<file path="config.mk">
export PLATFORM = sky130hd
export DESIGN_NAME = ftdi_rx_async
export DESIGN_NICKNAME = d
export VERILOG_FILES = /design/src/rtl/ftdi_rx_async.sv
export SDC_FILE = /design/constraint.sdc
export NUM_CORES = 1
export LEC_CHECK = 0
export CELL_PAD_IN_SITES_DETAIL_PLACEMENT = 1
export CELL_PAD_IN_SITES_GLOBAL_PLACEMENT = 1
export CORE_ASPECT_RATIO = 1.2
export CORE_MARGIN = 1
export CORE_UTILIZATION = 47
export DETAILED_ROUTE_END_ITERATION = 10
export PLACE_DENSITY_LB_ADDON = 0.1
export SLEW_MARGIN = 25
export SYNTH_ARGS = -nofsm -noshare
export SYNTH_HDL_FRONTEND = slang
export SYNTH_SLANG_ARGS = --single-unit
</file>
<file path="constraint.sdc">
create_clock -name iClk -period 7.09 [get_ports iClk]
set_input_delay 1.0635 -clock iClk [delete_from_list [all_inputs] [get_ports iClk]]
set_output_delay 1.0635 -clock iClk [all_outputs]
set_load 0.01 [all_outputs]
</file>
<file path="src/rtl/ftdi_rx_async.sv">
`default_nettype none
// ============================================================================
//  Module      : ftdi_rx_async
//  Description : FT245-style asynchronous FIFO receive path. Watches RXF#,
//                requests the shared FTDI data bus from the transmit path,
//                runs the RD# strobe handshake and stores each byte in a
//                local first-word-fall-through FIFO. Never drives the bus.
//  Ports       : iClk/iRst       - clock, synchronous active-high reset
//                iFifoData       - FTDI data bus (input side of tristate)
//                iRxF_n          - FTDI "receive data available", async
//                oRx_n           - RD# strobe, active low
//                oBusReq/iBusGnt - bus ownership handshake with TX path
//                oRxData/oRxValid/iRxReady - FWFT byte stream to fabric
//                oRxLevel        - bytes currently held in the FIFO
//  Revision    : 1.0 - initial release
// ============================================================================
module ftdi_rx_async #(
  parameter int pDataWidth    = 8,
  parameter int pDepth        = 16,
  parameter int pRdLowCycles  = 3,
  parameter int pRdHighCycles = 3
) (
  input  logic                    iClk,
  input  logic                    iRst,
  input  logic [pDataWidth-1:0]   iFifoData,
  input  logic                    iRxF_n,
  output logic                    oRx_n,
  output logic                    oBusReq,
  input  logic                    iBusGnt,
  output logic [pDataWidth-1:0]   oRxData,
  output logic                    oRxValid,
  input  logic                    iRxReady,
  output logic [$clog2(pDepth):0] oRxLevel
);

  localparam int ADDR_W  = $clog2(pDepth);
  localparam int PTR_W   = ADDR_W + 1;
  localparam int CNT_MAX = (pRdLowCycles > pRdHighCycles) ? pRdLowCycles : pRdHighCycles;
  localparam int CNT_W   = (CNT_MAX > 1) ? $clog2(CNT_MAX) : 1;

  localparam logic [1:0] ST_IDLE    = 2'd0;
  localparam logic [1:0] ST_REQ     = 2'd1;
  localparam logic [1:0] ST_RD_LOW  = 2'd2;
  localparam logic [1:0] ST_RD_HIGH = 2'd3;

  logic                  rxf_meta;
  logic                  rxf_s;
  logic [1:0]            state;
  logic [CNT_W-1:0]      cnt;
  logic [pDataWidth-1:0] mem [pDepth];
  logic [PTR_W-1:0]      wr_ptr;
  logic [PTR_W-1:0]      rd_ptr;
  logic [PTR_W-1:0]      level;
  logic                  push;
  logic                  pop;
  logic                  has_room;

  // RXF# is asynchronous; both flops idle high so reset never looks like data.
  always_ff @(posedge iClk) begin
    if (iRst) begin
      rxf_meta <= 1'b1;
      rxf_s    <= 1'b1;
    end else begin
      rxf_meta <= iRxF_n;
      rxf_s    <= rxf_meta;
    end
  end

  // Pointer MSB separates full from empty, so the difference is the level.
  assign level    = wr_ptr - rd_ptr;
  assign has_room = (level < PTR_W'(pDepth));
  assign oRxLevel = level;
  assign oRxValid = (level != '0);
  assign oRxData  = mem[rd_ptr[ADDR_W-1:0]];
  assign pop      = oRxValid && iRxReady;
  // The bus is sampled on the edge that ends the last RD# low cycle; the
  // FTDI has held the byte stable for the whole strobe, so no resync.
  assign push     = (state == ST_RD_LOW) && (cnt == '0);

  // Read handshake. Grant is only looked at in REQ: once RD# has fallen the
  // read always runs to completion, and the slot was reserved by has_room.
  always_ff @(posedge iClk) begin
    if (iRst) begin
      state   <= ST_IDLE;
      cnt     <= '0;
      oRx_n   <= 1'b1;
      oBusReq <= 1'b0;
    end else begin
      case (state)
        ST_IDLE: begin
          if (!rxf_s && has_room) begin
            state   <= ST_REQ;
            oBusReq <= 1'b1;
          end
        end
        ST_REQ: begin
          if (iBusGnt) begin
            state <= ST_RD_LOW;
            oRx_n <= 1'b0;
            cnt   <= CNT_W'(pRdLowCycles - 1);
          end
        end
        ST_RD_LOW: begin
          if (cnt == '0) begin
            state <= ST_RD_HIGH;
            oRx_n <= 1'b1;
            cnt   <= CNT_W'(pRdHighCycles - 1);
          end else begin
            cnt <= cnt - CNT_W'(1);
          end
        end
        ST_RD_HIGH: begin
          // Recovery lets the post-read RXF# reach rxf_s before IDLE looks
          // at it again, which prevents a phantom second read.
          if (cnt == '0) begin
            state   <= ST_IDLE;
            oBusReq <= 1'b0;
          end else begin
            cnt <= cnt - CNT_W'(1);
          end
        end
        default: begin
          state   <= ST_IDLE;
          oRx_n   <= 1'b1;
          oBusReq <= 1'b0;
        end
      endcase
    end
  end

  always_ff @(posedge iClk) begin
    if (iRst) begin
      wr_ptr <= '0;
      rd_ptr <= '0;
    end else begin
      if (push) wr_ptr <= wr_ptr + PTR_W'(1);
      if (pop)  rd_ptr <= rd_ptr + PTR_W'(1);
    end
  end

  // Storage is not reset; a byte in flight at reset is simply dropped.
  always_ff @(posedge iClk) begin
    if (push && !iRst) begin
      mem[wr_ptr[ADDR_W-1:0]] <= iFifoData;
    end
  end

endmodule
`default_nettype wire

</file>
==> flow_metrics.py, run 1 <==
metrics = {
    "power_and_ir_drop": {
        "powerDensity_nw_per_um2": 346,
        "vdd_drop_max_v": 0.000194,
        "finalPower_uw": 2500,
        "power_leakage_uw": 0.00237,
    },
    "floorplanning": {
        "rows": 45,
        "core-area_um2": 12800,
        "num_io_pins": 29,
        "die_h_um": 128,
        "die_w_um": 107,
        "die_area_um2": 13700,
        "start_util": 0.486,
    },
    "finish": {
        "diodes": 0,
        "drive_gt1_frac": 0.231,
        "syn2layout_area_growth_pct": 16.4,
        "layout.cells.non_filler": 562,
        "utilization": 0.565,
        "fin_nets": 415,
    },
    "cts": {
        "clock_latency_ps": 410,
        "cts_resized": 0,
        "cts_made_buffers": 17,
        "clock_path_buffers": 2,
        "ctsHoldBuffers": 0,
        "cts.sinks": 150,
        "cts_setup_buffers": 0,
        "htreeDepth": 4,
        "cts-root-buf": "clkbuf_16",
        "clk_pin_slew_ps": 60,
        "cts_tree": "yes",
    },
    "critical_path": {
        "r2r-start": "wr_ptr[0]$_SDFFE_PP0P_",
        "crit_path_end": "oRxValid",
        "cp_data_arrival_time_ps": 2940,
        "cp_max_fo": 7,
        "crit_path_end_kind": "output port",
        "rrSetupSlack_ps": 4500,
        "crit_path_start": "wr_ptr[0]$_SDFFE_PP0P_",
        "r2r_cells": 8,
        "crit_required_ps": 6030,
        "startpoint_type": "register",
        "path_class": "register to output port",
    },
    "yosys": {
        "netlist_instances": 346,
        "ys.warnings.count": 0,
        "synthTopCellsByArea": "edfxtp_1 (62%), mux4_2 (15%), dfxtp_1 (7.1%), ha_1 (3.2%), nor2_1 (2.0%)",
        "yosysUniqueCellTypes": 42,
        "yosysTopAreaCellShare": 0.619,
        "syn_area_um2": 6210,
        "synth-edff-count": 128,
        "yosys_most_used_dff": "edfxtp_1",
        "synth.yosys.seq_area_share": 0.690,
        "synthesis.nets": 376,
        "synth_seq_cells": 150,
        "yosysTopAreaCell": "edfxtp_1",
        "synthArstFlopShare": 0,
        "postSynthAreaPerCell_um2": 17.9,
    },
    "sta": {
        "max_slew_margin": 0.290,
        "final_max_slew_viol_count": 0,
        "hold_viol_final": 0,
        "clock_skew_ps": 12.9,
        "finalCritPeriodShare": 0.565,
        "fin_crit_ps": 4000,
        "tns_ps": 0,
        "finalSetupViolCount": 0,
        "worst_slack_ps": 3090,
        "rsz0062_at_grt": "false",
        "fmax_ghz": 0.250,
        "worst_slew_pin_slew_ps": 1060,
    },
    "grt": {
        "grt_pass1_wl_mm": 20.4,
        "grt_use_total": 0.217,
        "antenna_found_initial": 0,
        "grt_pass1_vias": 3454,
        "grt_overflow": 0,
        "grt_start_max_net_pins": 33,
    },
    "drt": {
        "first_pass_iters": 4,
        "drtIter0Drc": 160,
        "viasPerCell": 5.62,
        "wl_mm": 13.4,
        "wl_per_cell_um": 23.8,
        "drc": 0,
        "antenna_left": 0,
        "num_vias": 3156,
    },
    "placed_design": {
        "placed_cells": 530,
        "io_buffer_count": 28,
        "hpwl_mm": 8.63,
        "place_congestion": 0.740,
        "pre_cts_ws_ps": 3500,
    },
    "flow_run": {
        "cap_viol_max_count": 0,
    },
    "worst_hold_path": {
        "hold_class": "register to register",
    },
    "status": {
        "outcome": "finished, final reports clean",
    },
}
where the power goes:
| part | switching, µW | total (µW) | internal, µW |
|---|---|---|---|
| Clock | 366 | 820 | 454 |
| Combinational | 330 | 673 | 342 |
| Sequential | 23.8 | 1010 | 986 |
metal layers:
metal | global-route usage | share of wire | up-vias
li1 | - | - | 1424
met1 | 0.252 | 0.39 | 1639
met2 | 0.384 | 0.55 | 78
met3 | 0.0585 | 0.040 | 15
met4 | 0.0757 | 0.017 | 0
met5 | 0 | 0 | -
cell type report:
cell class,count,area (µm²)
inverters,18,67.6
fillers,1143,5550
repair buffers,32,310
well taps,164,205
clock inverters,15,119
flip-flops and latches,150,4290
clock buffers,17,425
multi-input cells,166,1810
registers in the layout (all words and copies together), names as in the netlist, named ones only:
register / cells
rd_ptr: 5
oRx_n: 1
wr_ptr: 5
cnt: 2
oBusReq: 1
state: 2
rxf_meta: 1
mem: 128
rxf_s: 1
Yosys cell counts, types with 2 or more instances:
cell type,n
buf_1,5
inv_1,18
nand2b_1,3
nor2_1,33
a31oi_1,2
edfxtp_1,128
buf_4,3
mux4_2,40
a21oi_1,5
nand2_1,15
or2_2,3
a211oi_1,2
nor2b_1,3
xnor2_1,2
dfxtp_1,22
mux2_1,7
xor2_1,4
o21ai_0,5
mux2i_1,2
clkbuf_1,3
nand3_1,5
ha_1,16
logic make-up (layout without fill, tap and decap cells):
kind of cell,count (synthesis),count (layout),share of synthesized area
AOI/OAI and AO/OA,24,24,0.0294
muxes,49,49,0.161
buffers and inverters,30,82,0.0202
DFF,150,150,0.690
xor gates and xnor gates,8,8,0.0137
adders and majority gates,17,17,0.0355
and+or+nand+nor,68,68,0.0502
worst min-delay path by stage:
stage                                    from                to  cells past startpoint
after floorplan           rxf_meta$_SDFF_PP1_  rxf_s$_SDFF_PP1_                      1
final                     rxf_meta$_SDFF_PP1_  rxf_s$_SDFF_PP1_                      1
after CTS                 rxf_meta$_SDFF_PP1_  rxf_s$_SDFF_PP1_                      1
after global routing      rxf_meta$_SDFF_PP1_  rxf_s$_SDFF_PP1_                      1
after detailed placement  rxf_meta$_SDFF_PP1_  rxf_s$_SDFF_PP1_                      1
after global placement    rxf_meta$_SDFF_PP1_  rxf_s$_SDFF_PP1_                      1
placed cells by master (no fill, tap or decap), types with 6 or more instances in the layout:
cell	n
edfxtp_1	128
inv_1	18
mux2_1	7
mux4_2	40
nor2_1	27
clkdlybuf4s50_1	28
nand2_1	15
clkbuf_16	17
ha_1	16
dfxtp_1	21
nor2_2	6
worst max-delay path, cell delays in order, from the launching register on:
cell             delay (ps)
dfxtp_1                 380
inv_1                   120
ha_1                    260
fa_1                    410
nand2b_1                170
a21o_1                  200
xnor2_2                 360
nand3_1                 130
clkdlybuf4s50_1         500
per-stage QoR:
step / hold WS (ps) / instance area [µm²]
floorplan: 389 / 6210
global placement: 402 / 6670
detailed placement: 408 / 6680
CTS: 418 / 7220
global route: 429 / 7230
finish: 416 / 7230
(Power assumes the default switching activity.)
==> run 2: changes to the inputs <==
==> constraint.sdc (replaced) <==
create_clock -name iClk -period 4.15 [get_ports iClk]
set_input_delay 0.6225 -clock iClk [delete_from_list [all_inputs] [get_ports iClk]]
set_output_delay 0.6225 -clock iClk [all_outputs]
set_load 0.01 [all_outputs]
==> flow_metrics.py, run 2 (synthesis results as in run 1) <==
metrics = {
    "status": {
        "outcome": "finished, final reports clean",
    },
    "critical_path": {
        "cpPeakStageDelay_ps": 500,
        "path_cells": "inv_1, ha_1, fa_1, nand2b_1, a21o_1, xnor2_2, nand3_1, clkdlybuf4s50_1",
        "path_buf_inv": 2,
        "critical_path.top_delay_family": "adder cells",
        "cp_max_fo": 7,
        "cp_slowest_cell": "clkdlybuf4s50_1",
        "crit_required_ps": 3530,
        "path_class": "register to output port",
        "cp_data_arrival_time_ps": 2960,
        "crit_path_end_kind": "output port",
        "startpoint_type": "register",
    },
    "cts": {
        "cts.sinks": 150,
        "cts_tree": "yes",
        "clock_path_buffers": 2,
        "cts_made_buffers": 17,
        "clk_pin_slew_ps": 60,
        "htreeDepth": 4,
        "cts_setup_buffers": 0,
        "cts-root-buf": "clkbuf_16",
        "cts_resized": 0,
        "ctsHoldBuffers": 0,
        "clock_latency_ps": 410,
    },
    "sta": {
        "final_max_slew_viol_count": 0,
        "hold_viol_final": 0,
        "fmax_ghz": 0.279,
        "max_slew_margin": 0.353,
        "tns_ps": 0,
        "rsz0062_at_grt": "false",
        "clock_skew_ps": 9.05,
        "worst_slew_pin_slew_ps": 966,
        "fin_crit_ps": 3580,
        "finalCritPeriodShare": 0.863,
        "finalSetupViolCount": 0,
    },
    "placed_design": {
        "hpwl_mm": 8.51,
        "placed_cells": 533,
        "placed_cell_area_um2": 6690,
        "io_buffer_count": 28,
        "place_congestion": 0.706,
    },
    "grt": {
        "grt_start_max_net_pins": 33,
        "grt_pass1_vias": 3476,
        "grt_overflow": 0,
        "grt_use_total": 0.203,
        "grt_pass1_wl_mm": 19.6,
        "antenna_found_initial": 0,
    },
    "finish": {
        "multi_input_area_um2": 1800,
        "regArea_um2": 4290,
        "fin_area_um2": 7260,
        "largest_register_ffs": 128,
        "fin_nets": 418,
        "drive_gt1_frac": 0.214,
        "layout.cells.non_filler": 565,
        "final_cell_mix": "edfxtp_1 (128), mux4_2 (40), nor2_1 (33)",
        "fillers": 1151,
        "syn2layout_area_growth_pct": 17.0,
        "utilization": 0.568,
        "final_common_cell": "edfxtp_1",
        "diodes": 0,
    },
    "power_and_ir_drop": {
        "switchingPower_uw": 1190,
        "combPwrFrac": 0.262,
        "powerDensity_nw_per_um2": 598,
        "vdd_drop_max_v": 0.000375,
        "power_leakage_uw": 0.00240,
        "switching_share": 0.274,
        "seqPwrFrac": 0.404,
        "p_int_uw": 3150,
        "clkPwrFrac": 0.334,
    },
    "floorplanning": {
        "num_io_pins": 29,
        "die_area_um2": 13700,
        "die_h_um": 128,
        "core-area_um2": 12800,
        "start_util": 0.486,
        "rows": 45,
        "die_w_um": 107,
    },
    "drt": {
        "drc": 0,
        "viasPerCell": 5.59,
        "wl_per_cell_um": 21.9,
        "drtIter0Drc": 99,
        "antenna_left": 0,
        "wl_mm": 12.4,
        "first_pass_iters": 4,
        "num_vias": 3161,
    },
    "flow_run": {
        "cap_viol_max_count": 0,
    },
    "worst_hold_path": {
        "hold_class": "register to register",
    },
}
run 2: cell type report:
| class | instances | area share |
|---|---|---|
| Clock inverter | 11 | 0.0140 |
| Clock buffer | 21 | 0.0649 |
| Tap cell | 164 | 0.0283 |
| Inverter | 18 | 0.00930 |
| Sequential cell | 150 | 0.590 |
| Timing Repair Buffer | 35 | 0.0458 |
| Multi-Input combinational cell | 166 | 0.248 |
run 2: final timing paths:
path | from | endpoint | slack, ps | depth (start not counted)
setup / recovery | wr_ptr[0]$_SDFFE_PP0P_ | oRxValid | 570 | 8
hold / removal | rxf_meta$_SDFF_PP1_ | rxf_s$_SDFF_PP1_ | 410 | 1
hold reg to reg | rxf_meta$_SDFF_PP1_ | rxf_s$_SDFF_PP1_ | 410 | 1
setup reg to reg | wr_ptr[0]$_SDFFE_PP0P_ | rd_ptr[4]$_SDFFE_PP0P_ | 1460 | 8
run 2: through the flow:
| stage | hold slack (ps) | setup WS (ps) | power [µW] |
|---|---|---|---|
| 6_report | 412 | 569 | 4340 |
| 5_1_grt | 413 | 391 | 4540 |
| 4_1_cts | 412 | 529 | 4400 |
| 3_5_place_dp | 395 | 985 | 2940 |
| 3_3_place_gp | 399 | 996 | 2910 |
| 2_1_floorplan | 389 | 1620 | 2540 |
run 2: power groups by stage:
| stage | clock network, µW | logic [µW] | registers, µW |
|---|---|---|---|
| 2_1_floorplan | 0 | 794 | 1750 |
| 3_3_place_gp | 0 | 1130 | 1780 |
| 3_5_place_dp | 0 | 1150 | 1790 |
| 4_1_cts | 1480 | 1160 | 1760 |
| 5_1_grt | 1530 | 1250 | 1770 |
| 6_report | 1450 | 1140 | 1750 |
run 2: metal layers:
layer	part of all wire	wire length [µm]	vias up	track usage
met2	0.54	6650	74	0.362
met3	0.035	431	11	0.0519
li1	-	-	1430	-
met5	0	0	-	0
met4	0.011	135	0	0.0620
met1	0.42	5170	1646	0.241
==> run 3: changes to the inputs <==
--- a/config.mk
+++ b/config.mk
@@ -7,7 +7,7 @@
 export LEC_CHECK = 0
 export CELL_PAD_IN_SITES_DETAIL_PLACEMENT = 1
 export CELL_PAD_IN_SITES_GLOBAL_PLACEMENT = 1
-export CORE_ASPECT_RATIO = 1.2
+export CORE_ASPECT_RATIO = 1.4
 export CORE_MARGIN = 1
 export CORE_UTILIZATION = 47
 export DETAILED_ROUTE_END_ITERATION = 10
==> constraint.sdc (replaced) <==
create_clock -name iClk -period 4.4 [get_ports iClk]
set_input_delay 0.66 -clock iClk [delete_from_list [all_inputs] [get_ports iClk]]
set_output_delay 0.66 -clock iClk [all_outputs]
set_load 0.01 [all_outputs]
==> flow_metrics.py, run 3 (synthesis results as in run 1) <==
metrics = {
    "status": {
        "outcome": "finished, final reports clean",
    },
    "finish": {
        "drive_gt1_frac": 0.227,
        "regArea_um2": 4290,
        "fin_nets": 423,
        "largest_register_ffs": 128,
        "diodes": 0,
        "final_common_cell": "edfxtp_1",
        "multi_input_area_um2": 1800,
        "syn2layout_area_growth_pct": 17.5,
        "final_cell_mix": "edfxtp_1 (128), mux4_2 (40), nor2_1 (33)",
        "fillers": 1183,
    },
    "grt": {
        "grt_use_total": 0.211,
        "grt_start_max_net_pins": 33,
        "antenna_found_initial": 0,
        "grt_pass1_wl_mm": 19.9,
        "grt_pass1_vias": 3490,
        "grt_overflow": 0,
    },
    "cts": {
        "cts_resized": 0,
        "cts_setup_buffers": 0,
        "cts_made_buffers": 17,
        "ctsHoldBuffers": 0,
        "cts-root-buf": "clkbuf_16",
        "clock_path_buffers": 2,
        "clk_pin_slew_ps": 60,
        "htreeDepth": 4,
        "clock_latency_ps": 430,
        "cts_tree": "yes",
        "cts.sinks": 150,
    },
    "floorplanning": {
        "die_w_um": 99.1,
        "die_h_um": 138,
        "num_io_pins": 29,
        "rows": 49,
        "core-area_um2": 12900,
        "start_util": 0.482,
        "die_area_um2": 13700,
    },
    "power_and_ir_drop": {
        "p_int_uw": 2980,
        "switchingPower_uw": 1140,
        "clkPwrFrac": 0.341,
        "switching_share": 0.276,
        "powerDensity_nw_per_um2": 564,
        "seqPwrFrac": 0.396,
        "vdd_drop_max_v": 0.000419,
        "power_leakage_uw": 0.00245,
        "finalPower_uw": 4120,
        "combPwrFrac": 0.263,
    },
    "sta": {
        "final_max_slew_viol_count": 0,
        "finalCritPeriodShare": 0.822,
        "max_slew_margin": 0.343,
        "tns_ps": 0,
        "hold_viol_final": 0,
        "fin_crit_ps": 3620,
        "rsz0062_at_grt": "false",
        "fmax_ghz": 0.277,
        "clock_skew_ps": 9.81,
        "finalSetupViolCount": 0,
        "worst_slew_pin_slew_ps": 981,
    },
    "placed_design": {
        "io_buffer_count": 28,
        "place_congestion": 0.751,
        "hpwl_mm": 8.61,
    },
    "flow_run": {
        "cap_viol_max_count": 0,
    },
    "drt": {
        "drtIter0Drc": 153,
        "num_vias": 3169,
        "first_pass_iters": 4,
        "drc": 0,
        "wl_per_cell_um": 23.1,
        "viasPerCell": 5.67,
        "antenna_left": 0,
        "wl_mm": 12.9,
    },
    "critical_path": {
        "critical_path.top_delay_family": "adder cells",
        "cp_slowest_cell": "clkdlybuf4s50_1",
        "path_cells": "inv_1, ha_1, fa_1, nand2b_1, a21o_1, xnor2_2, nand3_1, clkdlybuf4s50_1",
        "crit_path_start": "wr_ptr[0]$_SDFFE_PP0P_",
        "cpPeakStageDelay_ps": 500,
        "cp_data_arrival_time_ps": 2960,
        "cp_max_fo": 7,
        "crit_required_ps": 3740,
        "path_class": "register to output port",
        "crit_path_end_kind": "output port",
        "r2r-start": "wr_ptr[0]$_SDFFE_PP0P_",
        "path_buf_inv": 2,
        "startpoint_type": "register",
    },
    "worst_hold_path": {
        "hold_class": "register to register",
        "hp-start": "rxf_meta$_SDFF_PP1_",
    },
}
[run 3: cell count changes in the layout (fill, tap and decap cells not counted), moves of 2 or more]
| cell | delta |
|---|---|
| inv_4 | +4 |
| clkinvlp_4 | -3 |
| buf_4 | +5 |
| clkbuf_16 | +2 |
[run 3: area by class of cell]
type,instances,area share
flip-flops and latches,150,0.587
repair buffers,40,0.0508
clock inverters,9,0.00840
well taps,153,0.0262
multi-input cells,166,0.247
inverters,18,0.00926
clock buffers,23,0.0715
[run 3: through the flow]
step | setup WS (ps) | cell area, µm² | hold slack, ps | instances | utilization
2_1_floorplan | 1830 | 6210 | 389 | 346 | -
3_3_place_gp | 1230 | 6710 | 400 | 527 | 0.521
3_5_place_dp | 1210 | 6710 | 409 | 527 | 0.521
4_1_cts | 727 | 7300 | 423 | 559 | 0.567
5_1_grt | 622 | 7300 | 441 | 559 | 0.567
6_report | 785 | 7300 | 418 | 559 | 0.567
[run 3: final timing paths]
path	cells after the start	end	slack [ps]
max	8	oRxValid	780
min	1	rxf_s$_SDFF_PP1_	420
max reg2reg	8	register	1800
min reg2reg	1	rxf_s$_SDFF_PP1_	420
[run 3: power by group through the flow]
stage / clock network, µW / registers, µW / logic [µW]
after floorplan: 0 / 1650 / 749
after global placement: 0 / 1660 / 1090
after detailed placement: 0 / 1660 / 1100
after CTS: 1430 / 1630 / 1110
after global routing: 1480 / 1640 / 1190
final: 1400 / 1630 / 1080
[run 3: layer usage]
layer  wire [µm]  track usage  share of wire
met4         210       0.0711          0.016
met5           0            0              0
met2        7200        0.397           0.56
met3         416       0.0544          0.032
met1        5110        0.230           0.39
